==> config.mk <==
export PLATFORM = sky130hd
export DESIGN_NAME = shift_rx_ctrl
export DESIGN_NICKNAME = d
export VERILOG_FILES = /design/src/rtl/shift_rx_pkg.sv /design/src/rtl/shift_reg_en.sv /design/src/rtl/shift_rx_ctrl.sv
export SDC_FILE = /design/constraint.sdc
export NUM_CORES = 1
export LEC_CHECK = 0
export CORE_MARGIN = 5
export CORE_UTILIZATION = 42
export DETAILED_ROUTE_END_ITERATION = 7
export MAX_ROUTING_LAYER = met4
export PLACE_DENSITY = 0.68
export SLEW_MARGIN = 20
export SYNTH_ARGS = -nofsm -noshare
export SYNTH_HDL_FRONTEND = slang
export SYNTH_SLANG_ARGS = --single-unit
export TNS_END_PERCENT = 20
==> constraint.sdc <==
create_clock -name clk -period 1 [get_ports clk]
set_input_delay 0.2 -clock clk [delete_from_list [all_inputs] [get_ports clk]]
set_output_delay 0.2 -clock clk [all_outputs]
set_load 0.02 [all_outputs]
==> src/rtl/shift_rx_pkg.sv <==
// Shared constants for the serial receive controller: state encoding and default frame width.
package shift_rx_pkg;

  localparam int DEF_DATA_W = 4;

  typedef enum logic [1:0] {
    ST_IDLE    = 2'd0,
    ST_DATA    = 2'd1,
    ST_STOP    = 2'd2,
    ST_RECOVER = 2'd3
  } state_t;

endpackage

==> src/rtl/shift_reg_en.sv <==
// Enabled shift register; new bits enter at bit 0 and move toward the MSB.
module shift_reg_en #(
  parameter int DATA_W = shift_rx_pkg::DEF_DATA_W
) (
  input  logic              clk,
  input  logic              rst,
  input  logic              en,
  input  logic              din,
  output logic [DATA_W-1:0] q
);

  always_ff @(posedge clk) begin
    if (rst)     q <= '0;
    else if (en) q <= {q[DATA_W-2:0], din};
  end

endmodule

==> src/rtl/shift_rx_ctrl.sv <==
// Receive sequencer: start detect, DATA_W data bits MSB first, stop check, and a
// single-entry valid/ready output holding register with framing-error and overrun pulses.
module shift_rx_ctrl
  import shift_rx_pkg::*;
#(
  parameter int DATA_W = DEF_DATA_W
) (
  input  logic              clk,
  input  logic              rst,
  input  logic              bit_en,
  input  logic              sin,
  input  logic              out_ready,
  output logic [DATA_W-1:0] out_data,
  output logic              out_valid,
  output logic              frame_err,
  output logic              overrun,
  output logic              busy
);

  localparam int CW = (DATA_W > 1) ? $clog2(DATA_W) : 1;
  localparam logic [CW-1:0] CNT_LAST = CW'(DATA_W - 1);

  state_t            state, nstate;
  logic [CW-1:0]     cnt;
  logic [DATA_W-1:0] shreg;
  logic              load, bad_stop;

  shift_reg_en #(.DATA_W(DATA_W)) u_shreg (
    .clk (clk),
    .rst (rst),
    .en  (bit_en && (state == ST_DATA)),
    .din (sin),
    .q   (shreg)
  );

  always_comb begin
    nstate   = state;
    load     = 1'b0;
    bad_stop = 1'b0;
    case (state)
      ST_IDLE:    if (bit_en && !sin) nstate = ST_DATA;
      ST_DATA:    if (bit_en && (cnt == CNT_LAST)) nstate = ST_STOP;
      ST_STOP: begin
        if (bit_en) begin
          load     = sin;
          bad_stop = !sin;
          nstate   = sin ? ST_IDLE : ST_RECOVER;
        end
      end
      // Hold here until the line returns high so a stuck-low line is not a stream of starts.
      ST_RECOVER: if (bit_en && sin) nstate = ST_IDLE;
      default:    nstate = ST_IDLE;
    endcase
  end

  always_ff @(posedge clk) begin
    if (rst) begin
      state <= ST_IDLE;
      cnt   <= '0;
    end else begin
      state <= nstate;
      if (state == ST_IDLE && bit_en && !sin) cnt <= '0;
      else if (state == ST_DATA && bit_en)    cnt <= cnt + 1'b1;
    end
  end

  // A load in the same cycle as a consume wins; overrun only when the old word was never taken.
  always_ff @(posedge clk) begin
    if (rst) begin
      out_data  <= '0;
      out_valid <= 1'b0;
      frame_err <= 1'b0;
      overrun   <= 1'b0;
    end else begin
      frame_err <= bad_stop;
      overrun   <= load && out_valid && !out_ready;
      if (load) begin
        out_data  <= shreg;
        out_valid <= 1'b1;
      end else if (out_valid && out_ready) begin
        out_valid <= 1'b0;
      end
    end
  end

  assign busy = (state != ST_IDLE);

endmodule

**After elaboration in Yosys (flattened, before gate mapping)**

Cells that the tools add are included.

- Add/sub/neg operators: 1
- Bitwise operators: 2
- Mux-type cells: 10
- Shift-type cells: 0
- Magnitude comparators: 0
- Divide/modulo/power cells: 0
- Reduce and logical (&&, ||, !) cells: 17
- Multipliers: 0
- Eq/ne operators: 8

Operators with widths:

| kind | number |
|---|---|
| 2-to-1 mux 2 bit | 5 |
| logical AND 1 bit | 9 |
| one-hot mux 2 bit (4 select lines) | 1 |
| equality test 2 bit (second input constant) | 3 |
| inequality test 2 bit (second input constant) | 3 |
| 2-to-1 mux 1 bit | 4 |
| AND reduction 4 bit | 1 |
| nonzero test 2 bit | 2 |
| OR reduction 3 bit | 1 |
| adder 2 x 1 -> 2 bit (second input constant) | 1 |
| equality test 2 x 1 -> 1 bit (second input constant) | 1 |
| logical NOT 1 bit | 2 |
| logical NOT 2 bit | 1 |
| inequality test 2 x 1 -> 1 bit (second input constant) | 1 |
| inverter 1 bit | 2 |
| OR reduction 2 bit | 1 |

- Latch bits: 0
- Flip-flop bits (word level): 15
- Bits in writable memories: 0
- Memory bits (read-only): 0
- Logic and storage cells: 45
- Memories kept: 0
- Bits of input ports: 5

**Logic depth before layout (Yosys ltp)**

Gate-level depths: netlist (run 1).

- Depth after elaboration: 4
- Mapped depth: 4
- Gate-level depth less buffers: 4

**Hierarchy**

Synthesis (run 1) repeated with hierarchy kept, for this count alone.

- Cells, all modules: 56
- Area, all modules: 591.8 um^2

By module, submodules not included:

| module | area an instance (um^2) | cells an instance | times used | sequential area each (um^2) |
|---|---|---|---|---|
| shift_rx_ctrl | 451.7 | 43 | 1 | 220.2 |
| shift_reg_en | 140.1 | 13 | 1 | 80.1 |

**Worst setup path after synthesis (run 1)**

Ideal clock, no wire load.

- Path type: register to register
- Start point: register state[0]
- End point: register out_data[0]
- Library setup time: 0.128 ns
- Cell stages (with the launch flop): 5
- Clock period less this slack: 0.980 ns
- Setup slack: 0.020 ns
- Buffers on the path: 1
- Arrival: 0.853 ns
- Path through: dfxtp_1 -> buf_4 -> nand4b_4 -> mux2i_1 -> nor2_1

- Word-level cells in the longest chain between the ends: 2

Ends and longest elaborated chain:

| what | RTL line | RTL |
|---|---|---|
| start: declaration | shift_rx_ctrl.sv:23 | `state_t state, nstate;` |
| start signal: assignment | shift_rx_ctrl.sv:61 | `state <= nstate;` |
| equality test 2 bit | shift_rx_ctrl.sv:40 | `case (state)` |
| 2-to-1 mux 1 bit | shift_rx_ctrl.sv:40 |  |
| end signal: assignment | shift_rx_ctrl.sv:78 | `out_data <= shreg;` |
| end: declaration | shift_rx_ctrl.sv:13 | `output logic [DATA_W-1:0] out_data,` |

No other way between the ends.
A chain may end at the register's enable or synchronous reset.

**Worst setup path after layout (run 1)**

- Start point: register state[1]
- End point: output busy

- Word-level cells in the longest chain between the ends: 1

Ends and longest elaborated chain:

| what | RTL line | RTL |
|---|---|---|
| nonzero test 2 bit | shift_rx_ctrl.sv:86 | `assign busy = (state != ST_IDLE);` |
| end: declaration | shift_rx_ctrl.sv:17 | `output logic busy` |

No other way between the ends.

==> results_dict.tcl, run 1 <==
set metrics [dict create \
    clk_path_buf_depth 2 \
    synth_area_um2 618 \
    slew_violations 0 \
    synthMuxAreaShare 0.162 \
    coreArea_um2 1350 \
    hold_depth 3 \
    ys.flop_type "dfxtp_1" \
    r2r_cells 4 \
    yosys-top-cells-count "dfxtp_1 (15), nor2_1 (11), mux2i_1 (10), buf_4 (2), nand2b_1 (2)" \
    min_to "frame_err" \
    async_flop_share 0 \
    globalplace.congestion 0.706 \
    ys_seq_area_frac 0.486 \
    antenna_cells 0 \
    r2r_end "overrun" \
    hold_slack_ns 0.497 \
    violations "negative setup slack" \
    synthSimpleGateAreaFrac 0.198 \
    clk_latency_ns 0.28 \
    synth_top_family_by_area "simple AND/OR/NAND/NOR gates" \
    path_class "flop to output pin" \
    grt_pass1_wl_mm 1.87 \
    utilization 0.613 \
    finalWirelength_mm 1.13 \
    die_h_um 48.4 \
    firstDrtPassIters 3 \
    root_buffer "clkbuf_4" \
    synth-compound-area-share 0.0749 \
    syn_inst 56 \
    fp.dieW_um 48.4 \
    postRouteAntennaNets 0 \
    grt_max_degree 11 \
    rsz0062_at_grt "yes" \
    end_kind "output pin" \
    dpl.hpwl_um 818 \
    syn_avg_cell_area_um2 11.0 \
    drive_gt1_frac 0.403 \
    initial_core_util 0.458 \
    nets 84 \
    setup_ws_ns -0.176 \
    max_freq_mhz 851 \
    synth_cell_type_count 21 \
    yosys.area_share.adder 0.0202 \
    period_needed_ns 1.18 \
    gr-total-overflow 0 \
    grt_use_total 0.0993 \
    wl_per_cell_um 12.3 \
    synthXorXnorAreaFrac 0.0142 \
    clk_pin_slew_ns 0.09 \
    yosys.area.top_type "dfxtp_1" \
    finalCritPeriodShare 1.18 \
    ys_seq_elements 15 \
    core.rowCount 13 \
    cts_tree "done" \
    synth_edf_count 0 \
    yosys_warnings 0 \
    viasPerCell 4.91 \
    cp-start-kind "flop" \
    outcome "finished, violations left" \
    finalSetupViolCount 12 \
    drcViolationCount 0 \
    syn2layout_area_growth_pct 33.8 \
    ff2ff_setup_slack_ns -0.07 \
    vdd_drop_max_mv 1.05 \
    drt_iter0_markers 5 \
    p_leak_nw 0.441 \
    holdCritPathClass "primary input to flop" \
    slew_headroom 0.736 \
    via_count 452 \
    cts_buffers 3 \
    fin_skew_ns 0.00394 \
    die-area_um2 2340 \
    port_buffers 12 \
    power_density_nw_per_um2 1290 \
    grt_pass1_vias 438 \
    synth_most_common_cell "dfxtp_1" \
    cap_viol_max_count 0 \
    r2r-start "state[0]" \
    hp-start "bit_en" \
    critPathRequiredTime_ns 0.80 \
    cp_data_arrival_time_ns 0.98 \
    clock_sinks 15 \
    ioPinCount 13 \
    synth_area_leaders "dfxtp_1 (49%), mux2i_1 (16%), nor2_1 (6.7%), nand4b_4 (3.8%), nand3b_4 (3.2%)" \
    synth_top_area_frac 0.486 \
    htreeDepth 1 \
    syn-num-nets 62 \
    worst_pin_slew_ns 0.397 \
    path_max_fanout 2 \
    hold_viol 0 \
    antenna_found_initial 0 \
]
==> worst max path at each step <==
stage                              to  startpoint
after CTS                        busy    state[1]
after global placement         cnt[0]      bit_en
final                            busy    state[1]
after global routing             busy    state[1]
after detailed placement       cnt[0]      bit_en
after floorplan           out_data[0]    state[0]
==> state kept, by name, indices dropped and copies added, names as in the netlist <==
signal / count
state: 2
cnt: 2
frame_err: 1
u_shreg.q: 4
out_data: 4
out_valid: 1
overrun: 1
==> logic make-up after synthesis <==
family / count (synthesis)
muxes: 10
and+or+nand+nor: 18
DFF: 15
buffers and inverters: 5
xor gates and xnor gates: 1
adders and majority gates: 1
AOI/OAI and AO/OA: 6
==> worst max-delay path, stage by stage (launching register included) <==
cell and delay, ns:
dfxtp_2 0.33, or2_4 0.24, buf_6 0.13
==> area by class of cell <==
type	instances	area (µm²)
tap	15	18.8
fill	129	523
clock buffer	4	26.3
multi-input combinational	36	307
timing repair buffer	21	166
inverter	1	3.75
sequential	15	305
==> layout by cell type (no fill, tap or decap), types with 2 or more instances in the layout <==
master	netlist	routed
dfxtp_1	15	11
mux2i_1	10	10
buf_4	2	12
dfxtp_2	0	4
buf_6	0	2
nor2_1	11	11
clkdlybuf4s50_1	0	3
clkbuf_4	0	3
buf_2	1	3
==> timing repair <==
action | 4_1_cts | 5_1_grt
resized for setup | 40 | 7
setup endpoints to repair | 23 | 18
hold buffers | 0 | 0
buffers inserted | 0 | 1
==> stage by stage <==
stage / power [mW] / instances / instance area (µm²) / setup slack, ns / setup TNS [ns]
after floorplan: 0.679 / 56 / 618 / 0.0197 / 0
after global placement: 0.720 / 87 / 793 / -0.437 / -6.65
after detailed placement: 0.721 / 87 / 793 / -0.465 / -7.09
after CTS: 1.07 / 91 / 802 / -0.186 / -0.752
after global routing: 1.11 / 92 / 827 / -0.207 / -1.55
final: 1.07 / 92 / 827 / -0.176 / -0.668
==> layer usage <==
metal,share of wire,vias to the layer above,GRT usage
li1,-,234,-
met1,0.49,206,0.123
met2,0.43,10,0.139
met3,0.068,2,0.0428
met4,0.012,0,0.0415
met5,0,-,-
==> report_power, final <==
part / total (mW) / internal [mW] / switching (mW)
registers: 0.608 / 0.604 / 0.00429
clock network: 0.349 / 0.155 / 0.194
logic: 0.109 / 0.0584 / 0.0508
total: 1.07 / 0.817 / 0.249
Power figures use the tool's default switching activity.
==> run 2: changes to the inputs <==
Settings changed: ABC_CLOCK_PERIOD_IN_PS from default to 1000, PLACE_DENSITY 0.68 to 0.69, SYNTH_HIERARCHICAL from default to 1.
==> results_dict.tcl, run 2 <==
set metrics [dict create \
    clk_path_buf_depth 2 \
    htreeDepth 1 \
    power_frac_seq 0.573 \
    worst-path-buf-inv 1 \
    placedCellCount 88 \
    root_buffer "clkbuf_4" \
    syn2layout_area_growth_pct 41.2 \
    drt_iter0_markers 3 \
    clk_latency_ns 0.28 \
    synth_area_leaders "dfxtp_1 (51%), mux2i_1 (17%), nor2_1 (7.0%), nand4b_4 (4.0%), ha_1 (2.1%)" \
    firstDrtPassIters 3 \
    wl_per_cell_um 12.1 \
    holdCritPathClass "primary input to flop" \
    dp_slack_ns -0.370 \
    clkPwrFrac 0.320 \
    largestRegisters "out_data x4, u_shreg/q x4" \
    hold_viol 0 \
    grt_max_degree 10 \
    coreArea_um2 1320 \
    drcViolationCount 0 \
    cts_buffers 3 \
    port_buffers 12 \
    slew_violations 0 \
    async_flop_share 0 \
    yosys.area.top_type "dfxtp_1" \
    crit_path_cell_trace "or2_4 -> buf_6" \
    grt_pass1_vias 397 \
    antenna_found_initial 0 \
    sw_frac_of_total 0.232 \
    synth_top_area_frac 0.507 \
    rsz0062_at_grt "yes" \
    antenna_cells 0 \
    ys_seq_elements 15 \
    via_count 449 \
    max_freq_mhz 855 \
    vdd_drop_max_mv 0.736 \
    core.rowCount 13 \
    period_needed_ns 1.17 \
    finalCritPeriodShare 1.17 \
    postRouteAntennaNets 0 \
    nets 86 \
    finalSetupViolCount 12 \
    yosys_warnings 6 \
    die_h_um 47.5 \
    gr-total-overflow 0 \
    syn_inst 56 \
    worst_pin_slew_ns 0.265 \
    ys.flop_type "dfxtp_1" \
    intPower_mw 0.815 \
    synth_edf_count 0 \
    setup_ws_ns -0.170 \
    ys_seq_area_frac 0.507 \
    syn_avg_cell_area_um2 10.6 \
    clock_sinks 15 \
    utilization 0.634 \
    viasPerCell 4.78 \
    cp-start-kind "flop" \
    grt_pass1_wl_mm 1.80 \
    layout_common_cells "buf_4 (13), nor2_1 (11), dfxtp_1 (11), mux2i_1 (10)" \
    synth_cell_type_count 21 \
    initial_core_util 0.449 \
    die-area_um2 2260 \
    violations "negative setup slack" \
    synth_most_common_cell "dfxtp_1" \
    finalWirelength_mm 1.14 \
    drive_gt1_frac 0.405 \
    grt_use_total 0.122 \
    cp_data_arrival_time_ns 0.97 \
    path_class "flop to output pin" \
    syn-num-nets 62 \
    power_density_nw_per_um2 1270 \
    ioPinCount 13 \
    fin_skew_ns 0.00704 \
    dpl.hpwl_um 740 \
    layout.cells.non_filler 94 \
    final_common_cell "buf_4" \
    fp.dieW_um 47.5 \
    max_stage_delay_ns 0.33 \
    synth_area_um2 592 \
    clk_pin_slew_ns 0.08 \
    path_delay_family "flip-flops" \
    critPathRequiredTime_ns 0.80 \
    comb_power_share 0.107 \
    critPathSlowestCell "dfxtp_2" \
    p_sw_mw 0.246 \
    outcome "finished, violations left" \
    p_leak_nw 0.414 \
    end_kind "output pin" \
    fillCellCount 112 \
    yosys-top-cells-count "dfxtp_1 (15), nor2_1 (11), mux2i_1 (10), inv_1 (2), nand2b_1 (2)" \
    cap_viol_max_count 0 \
    path_max_fanout 2 \
    globalplace.congestion 0.787 \
    cts_tree "done" \
    slew_headroom 0.823 \
]
==> run 2: changes by cell type after synthesis, sizes merged <==
cell	before	now
inv	1	2
buf	3	1
clkbuf	1	2
==> run 2: cell type report <==
cell class / instances / area (µm²) / area share
Sequential cell: 15 / 305 / 0.365
Inverter: 2 / 7.51 / 0.00898
Multi-Input combinational cell: 36 / 287 / 0.343
Timing Repair Buffer: 22 / 190 / 0.228
Tap cell: 15 / 18.8 / 0.0225
Clock buffer: 3 / 22.5 / 0.0269
Clock inverter: 1 / 5.00 / 0.00599
==> run 2: path summary, 6_finish.rpt <==
path / from / to / slack, ns / cells after the start
setup / recovery: state[1] / busy / -0.17 / 2
hold / removal: sin / cnt[0] / 0.37 / 3
setup reg to reg: state[1] / cnt[1] / -0.12 / 5
hold reg to reg: u_shreg/q[3] / u_shreg/q[3] / 0.50 / 2
==> run 2: stage by stage <==
step | instance area [µm²] | total power, mW | TNS [ns] | hold slack [ns]
4_1_cts | 778 | 1.08 | -1.22 | 0.486
2_1_floorplan | 604 | 0.669 | -0.641 | 0.272
3_5_place_dp | 774 | 0.722 | -5.80 | 0.471
5_1_grt | 836 | 1.12 | -1.94 | 0.376
6_report | 836 | 1.06 | -1.09 | 0.370
3_3_place_gp | 774 | 0.721 | -5.81 | 0.468
==> run 2: power by group through the flow <==
stage	registers [mW]	logic, mW	clock network (mW)
3_5_place_dp	0.621	0.102	0
3_3_place_gp	0.621	0.101	0
2_1_floorplan	0.623	0.0458	0
5_1_grt	0.610	0.122	0.387
4_1_cts	0.607	0.107	0.361
6_report	0.608	0.114	0.339
==> run 2: layer usage <==
layer,GRT usage,part of all wire,vias to the layer above
met4,0.113,0.013,0
met5,-,0,-
met1,0.157,0.45,200
met3,0.0226,0.057,2
li1,-,-,240
met2,0.155,0.48,7
==> run 2: cell families after synthesis <==
group,after synthesis,synth area share
AND/OR/NAND/NOR,18,0.178
adder cells (fa/ha/maj),1,0.0211
flip-flops,15,0.507
XOR/XNOR,1,0.0148
AO/OA/AOI/OAI,6,0.0698
multiplexers,10,0.169
buffers and inverters,5,0.0402
==> run 2: worst register-to-register path, delay by kind of cell, from the launching register on <==
kind,cells,cell delay [ns]
AND/OR/NAND/NOR,2,0.24
buffers and inverters,2,0.28
multiplexers,1,0.16
flip-flops,1,0.33
==> run 2: timing repair <==
item	in CTS	in global routing
setup buffers	0	2
hold buffers	0	0
pin swaps	0	2
endpoints found under the setup margin	18	20
gates resized for setup	39	14
==> run 3: changes to the inputs <==
Settings changed: CAP_MARGIN from default to 0, SLEW_MARGIN 20 to 25.
==> results of run 3 <==
Same layout as run 2: the final DEF is identical, and so are final timing and power.
==> RTL edit 1: new RTL, config.mk and constraints of run 3 <==
Put one more register stage on the output `frame_err`, with the module's reset. The value now appears one clock later. The other outputs are not delayed to match.
--- a/src/rtl/shift_rx_ctrl.sv
+++ b/src/rtl/shift_rx_ctrl.sv
@@ -21,2 +21,4 @@
   localparam logic [CW-1:0] CNT_LAST = CW'(DATA_W - 1);
+
+  logic frame_err_s0;
 
@@ -71,6 +73,6 @@
       out_valid <= 1'b0;
-      frame_err <= 1'b0;
+      frame_err_s0 <= 1'b0;
       overrun   <= 1'b0;
     end else begin
-      frame_err <= bad_stop;
+      frame_err_s0 <= bad_stop;
       overrun   <= load && out_valid && !out_ready;
@@ -87,2 +89,10 @@
 
+  always_ff @(posedge clk) begin
+    if (rst) begin
+      frame_err <= '0;
+    end else begin
+      frame_err <= frame_err_s0;
+    end
+  end
+
 endmodule
Formal check against the unedited RTL: not equivalent (Yosys sat finds a counterexample within 10 cycles, from zero or initial values and one cycle with rst high).
==> RTL edit 1 against run 3 <==
The flow still finishes with violations (negative setup slack). Sequential cell count up 1. Clock power up 25%. Wire length up 0.61%. Cell area up 4.0%. Sequential power up 6.7%. Worst hold slack worse by 0.078 ns. Worst setup slack worse by 0.010 ns. Count of clock-buffer cells in the layout up 1. Synthesized area up 4.4%. Global-route usage down 1.1 points. Utilization up 0.97 points. Total power up 11%.
==> RTL edit 1: results (changes against run 3) <==
| Metric | Value |
|---|---|
| Outcome | finished, violations left (unchanged) |
| Internal power | 0.925 mW (was 0.815 mW) |
| Syn Nets | 64 (was 62) |
| Final clock skew | 0.00442 ns (was 0.00704 ns) |
| Cell variety after synth | 22 (was 21) |
| Core Util, Final | 0.644 (was 0.634) |
| Worst Tran Pin Value | 0.233 ns (was 0.265 ns) |
| Cell Pwr Density | 1360 nW/µm² (was 1270 nW/µm²) |
| Syn avg cell area | 10.7 µm² (was 10.6 µm²) |
| Met2 WL | 492 µm (was 543 µm) |
| Final GP Congestion | 0.711 (was 0.787) |
| Failing checks | negative setup slack (unchanged) |
| WL/cell | 11.9 µm (was 12.1 µm) |
| DP Cell Count | 90 (was 88) |
| Seq/Total Area, Yosys | 0.518 (was 0.507) |
| Min-delay src | bit_en (was sin) |
| Synth area leaders | dfxtp_1 52%, mux2i_1 16%, nor2_1 6.7% (was dfxtp_1 51%, mux2i_1 17%, nor2_1 7.0%) |
| Iteration-0 DRC Markers | 1 (was 3) |
| Share of cells above drive strength 1 | 0.432 (was 0.405) |
| Resized cells post-CTS | 38 (was 39) |
| Peak supply drop | 0.000710 V (was 0.000736 V) |
| Number of endpoints failing setup at the final stage | 11 (was 12) |
| Post-DP HPWL | 763 µm (was 740 µm) |
| Total iterations of the first detailed-routing run | 4 (was 3) |
| Sequential power | 0.649 mW (was 0.608 mW) |
| Non-Filler Instances | 96 (was 94) |
| Post-DP Area | 801 µm² (was 774 µm²) |
| GRT Util Overall | 0.110 (was 0.122) |
| Commonest cells post-synth | 16 x dfxtp_1, 11 x nor2_1, 10 x mux2i_1 (was 15 x dfxtp_1, 11 x nor2_1, 10 x mux2i_1) |
| Min-Delay Endpoint | state[1]$_SDFFE_PP0P_ (was cnt[0]$_SDFFE_PP0P_) |
| Setup slack after layout | -0.181 ns (was -0.170 ns) |
| Post-layout nets | 88 (was 86) |
| Met3 WL | 69 µm (was 65 µm) |
| Via count | 476 (was 449) |
| Worst reg2reg path endpoint | u_shreg/q[3]$_SDFFE_PP0P_ (was cnt[1]$_SDFFE_PP0P_) |
| Fillcell total | 115 (was 112) |
| Largest net degree at the start of global routing | 12 (was 10) |
| Met1 wire length | 547 µm (was 515 µm) |
[RTL edit 1: cell types whose count changed after synthesis, sizes merged]
cell / delta
dfxtp: +1
nor2b: +1
[RTL edit 1: final cells by class]
class                      instances  area share
clock buffer                       4      0.0417
inverter                           2     0.00863
multi-input combinational         37       0.332
sequential                        16       0.380
tap                               15      0.0216
timing repair buffer              22       0.216
[RTL edit 1: kinds of logic (layout without fill, tap and decap cells)]
family,Yosys count,in the layout,share of synthesized area
adder cells (fa/ha/maj),1,1,0.0202
multiplexers,10,10,0.162
XOR/XNOR,1,1,0.0142
flip-flops,16,16,0.518
AO/OA/AOI/OAI,6,6,0.0668
buffers and inverters,5,28,0.0385
AND/OR/NAND/NOR,19,19,0.180
[RTL edit 1: worst max path at each step]
| stage | from | endpoint | slack, ns |
|---|---|---|---|
| floorplan | state[1]$_SDFFE_PP0P_ | u_shreg/q[0]$_SDFFE_PP0P_ | -0.16 |
| global placement | bit_en | cnt[0]$_SDFFE_PP0P_ | -0.36 |
| detailed placement | bit_en | cnt[0]$_SDFFE_PP0P_ | -0.39 |
| CTS | state[1]$_SDFFE_PP0P_ | busy | -0.18 |
| global route | state[1]$_SDFFE_PP0P_ | u_shreg/q[0]$_SDFFE_PP0P_ | -0.23 |
| finish | state[1]$_SDFFE_PP0P_ | busy | -0.18 |
[RTL edit 1: per-layer routing]
layer  GRT usage  up-vias
li1            -      246
met1       0.133      217
met2       0.146        9
met3      0.0428        4
met4      0.0829        0
met5           -        -
[RTL edit 1: metrics by stage]
stage                     setup TNS, ns  setup WS, ns  hold slack [ns]
after floorplan                  -0.641        -0.160            0.272
after global placement            -5.71        -0.362            0.417
after detailed placement          -5.87        -0.387            0.435
after CTS                         -1.29        -0.181            0.457
after global routing              -1.83        -0.228            0.316
final                            -0.932        -0.181            0.292
==> RTL edit 2: new RTL, flow settings as in run 3 <==
Made on the original files. Set the package constant `DEF_DATA_W` to 8 (it was 4).
--- a/src/rtl/shift_rx_pkg.sv
+++ b/src/rtl/shift_rx_pkg.sv
@@ -3,3 +3,3 @@
 
-  localparam int DEF_DATA_W = 4;
+  localparam int DEF_DATA_W = 8;
 
Ports: changed (resized out_data); port bits go from 13 to 17. No check against the original RTL was run, so the function may have changed too.
==> RTL edit 2 against run 3 <==
The flow still finishes with violations (negative setup slack). Total power grew 69%. Synthesized area up 58%. Utilization down 3.1 points. Non-clock buffer count increased by 5. Combinational power grew 13%. Critical path type is now flip-flop to flip-flop. Count of clock-buffer cells in the layout did not move. Sequential cell count up 9. Worst hold slack got worse by 0.097 ns. Worst setup slack worse by 0.058 ns. Sequential share of layout area is 1.4 points higher. Wire length up 55%. Clock power is 110% higher. Cell area is 57% higher.
==> RTL edit 2: results (changes against run 3) <==
| Metric | Value |
|---|---|
| Syn avg cell area | 9.44 µm² (was 10.6 µm²) |
| Post-DR vias/cell | 4.84 (was 4.78) |
| Antenna Nets Post-Route | 0 (unchanged) |
| Outcome | finished, violations left (unchanged) |
| Worst slack at placement | -0.557 ns (was -0.370 ns) |
| Met1 Use GR | 0.132 (was 0.157) |
| Sw frac | 0.198 (was 0.232) |
| Lkg Pwr | 0.509 nW (was 0.414 nW) |
| Iteration-0 DRC Markers | 12 (was 3) |
| Commonest cells post-synth | 24 x dfxtp_1, 19 x nand2_1, 12 x nor2_1 (was 15 x dfxtp_1, 11 x nor2_1, 10 x mux2i_1) |
| Met3 WL | 56 µm (was 65 µm) |
| Syn Nets | 106 (was 62) |
| Vias in the first global route | 662 (was 397) |
| Final GP Congestion | 0.722 (was 0.787) |
| Post-DP HPWL | 1240 µm (was 740 µm) |
| Setup TNS | -3.83 ns (was -1.09 ns) |
| Cell variety after synth | 23 (was 21) |
| First-pass GRT wire length | 2750 µm (was 1800 µm) |
| Root Driver | clkbuf_4 (unchanged) |
| Post-DP Area | 1160 µm² (was 774 µm²) |
| Seq/Total Area, Yosys | 0.514 (was 0.507) |
| Met2 WL | 838 µm (was 543 µm) |
| H-tree Lvls | 1 (unchanged) |
| Port Buffer Count | 16 (was 12) |
| GRT Util Overall | 0.109 (was 0.122) |
| Total iterations of the first detailed-routing run | 4 (was 3) |
| Min-delay src | bit_en (was sin) |
| Largest net degree at the start of global routing | 23 (was 10) |
| Setup slack after layout | -0.228 ns (was -0.170 ns) |
| Synth area leaders | dfxtp_1 51%, mux2i_1 9.6%, nand2_1 7.6% (was dfxtp_1 51%, mux2i_1 17%, nor2_1 7.0%) |
| CP max FO | 6 (was 2) |
| Met1 wire length | 847 µm (was 515 µm) |
| Largest regs | out_data (8), u_shreg/q (8), cnt (3) (was out_data (4), u_shreg/q (4)) |
| Number of endpoints failing setup at the final stage | 25 (was 12) |
| Clk pin slew, worst setup/hold paths | 0.13 ns (was 0.08 ns) |
| Final clock skew | 0.00530 ns (was 0.00704 ns) |
| Slew headroom | 0.844 (was 0.823) |
| TritonCTS Buffers | 3 (unchanged) |
| Global routing usage on met2 | 0.175 (was 0.155) |
| Sequential share of power | 0.540 (was 0.573) |
| Peak supply drop | 0.00112 V (was 0.000736 V) |
| Post-layout nets | 132 (was 86) |
| Worst R2R Start | state[1]$_SDFFE_PP0P_ (unchanged) |
| DP Cell Count | 146 (was 88) |
| Data arrival time of the worst path | 1.45 ns (was 0.97 ns) |
| Share of cells above drive strength 1 | 0.363 (was 0.405) |
| Via count | 736 (was 449) |
| Routing usage on met3 | 0.0226 (about the same) |
| Worst-skew pair later-pin latency | 0.31 ns (was 0.28 ns) |
| WL/cell | 11.6 µm (was 12.1 µm) |
| Failing checks | negative setup slack (unchanged) |
-- RTL edit 2: changes by cell type in the layout (fill, tap and decap cells not counted), moves of 2 or more --
cell / delta
buf_6: +12
a21oi_1: +10
o21ai_1: +2
buf_4: -8
nand2_1: +19
dfxtp_2: +9
-- RTL edit 2: cell type report --
cell class / instances / area [µm²]
fill: 185 / 860
timing repair buffer: 27 / 305
tap: 28 / 35.0
clock inverter: 1 / 30.0
clock buffer: 3 / 22.5
sequential: 24 / 497
multi-input combinational: 69 / 420
-- RTL edit 2: power groups by stage --
stage                     Combinational, mW  Clock (mW)  Sequential [mW]
after floorplan                      0.0618           0            0.991
after global placement                0.114           0            0.987
after detailed placement              0.115           0            0.988
after CTS                             0.119       0.714            0.967
after global routing                  0.140       0.754            0.969
final                                 0.129       0.695            0.967
-- RTL edit 2: cell families (layout without fill, tap and decap cells) --
family | count (synthesis) | count (layout) | share of synthesized area
fa+ha+maj | 2 | 2 | 0.0268
flops | 24 | 24 | 0.514
buf+inv | 6 | 31 | 0.0482
simple gates | 41 | 41 | 0.209
mux | 9 | 9 | 0.0964
compound gates | 17 | 17 | 0.106
-- RTL edit 2: repair_timing --
item	in CTS	in global routing
gates resized for setup	77	18
hold endpoints to repair	0	0
setup endpoints to repair	36	36
setup buffers	0	1
pin swaps	1	3
gates cloned	0	1
-- RTL edit 2: path summary, 6_finish.rpt --
path | end | slack (ns) | depth (start not counted)
setup / recovery | u_shreg/q[7]$_SDFFE_PP0P_ | -0.23 | 5
setup reg to reg | u_shreg/q[7]$_SDFFE_PP0P_ | -0.23 | 5
hold reg to reg | out_data[6]$_SDFFE_PP0P_ | 0.47 | 2
hold / removal | frame_err$_SDFF_PP0_ | 0.27 | 2
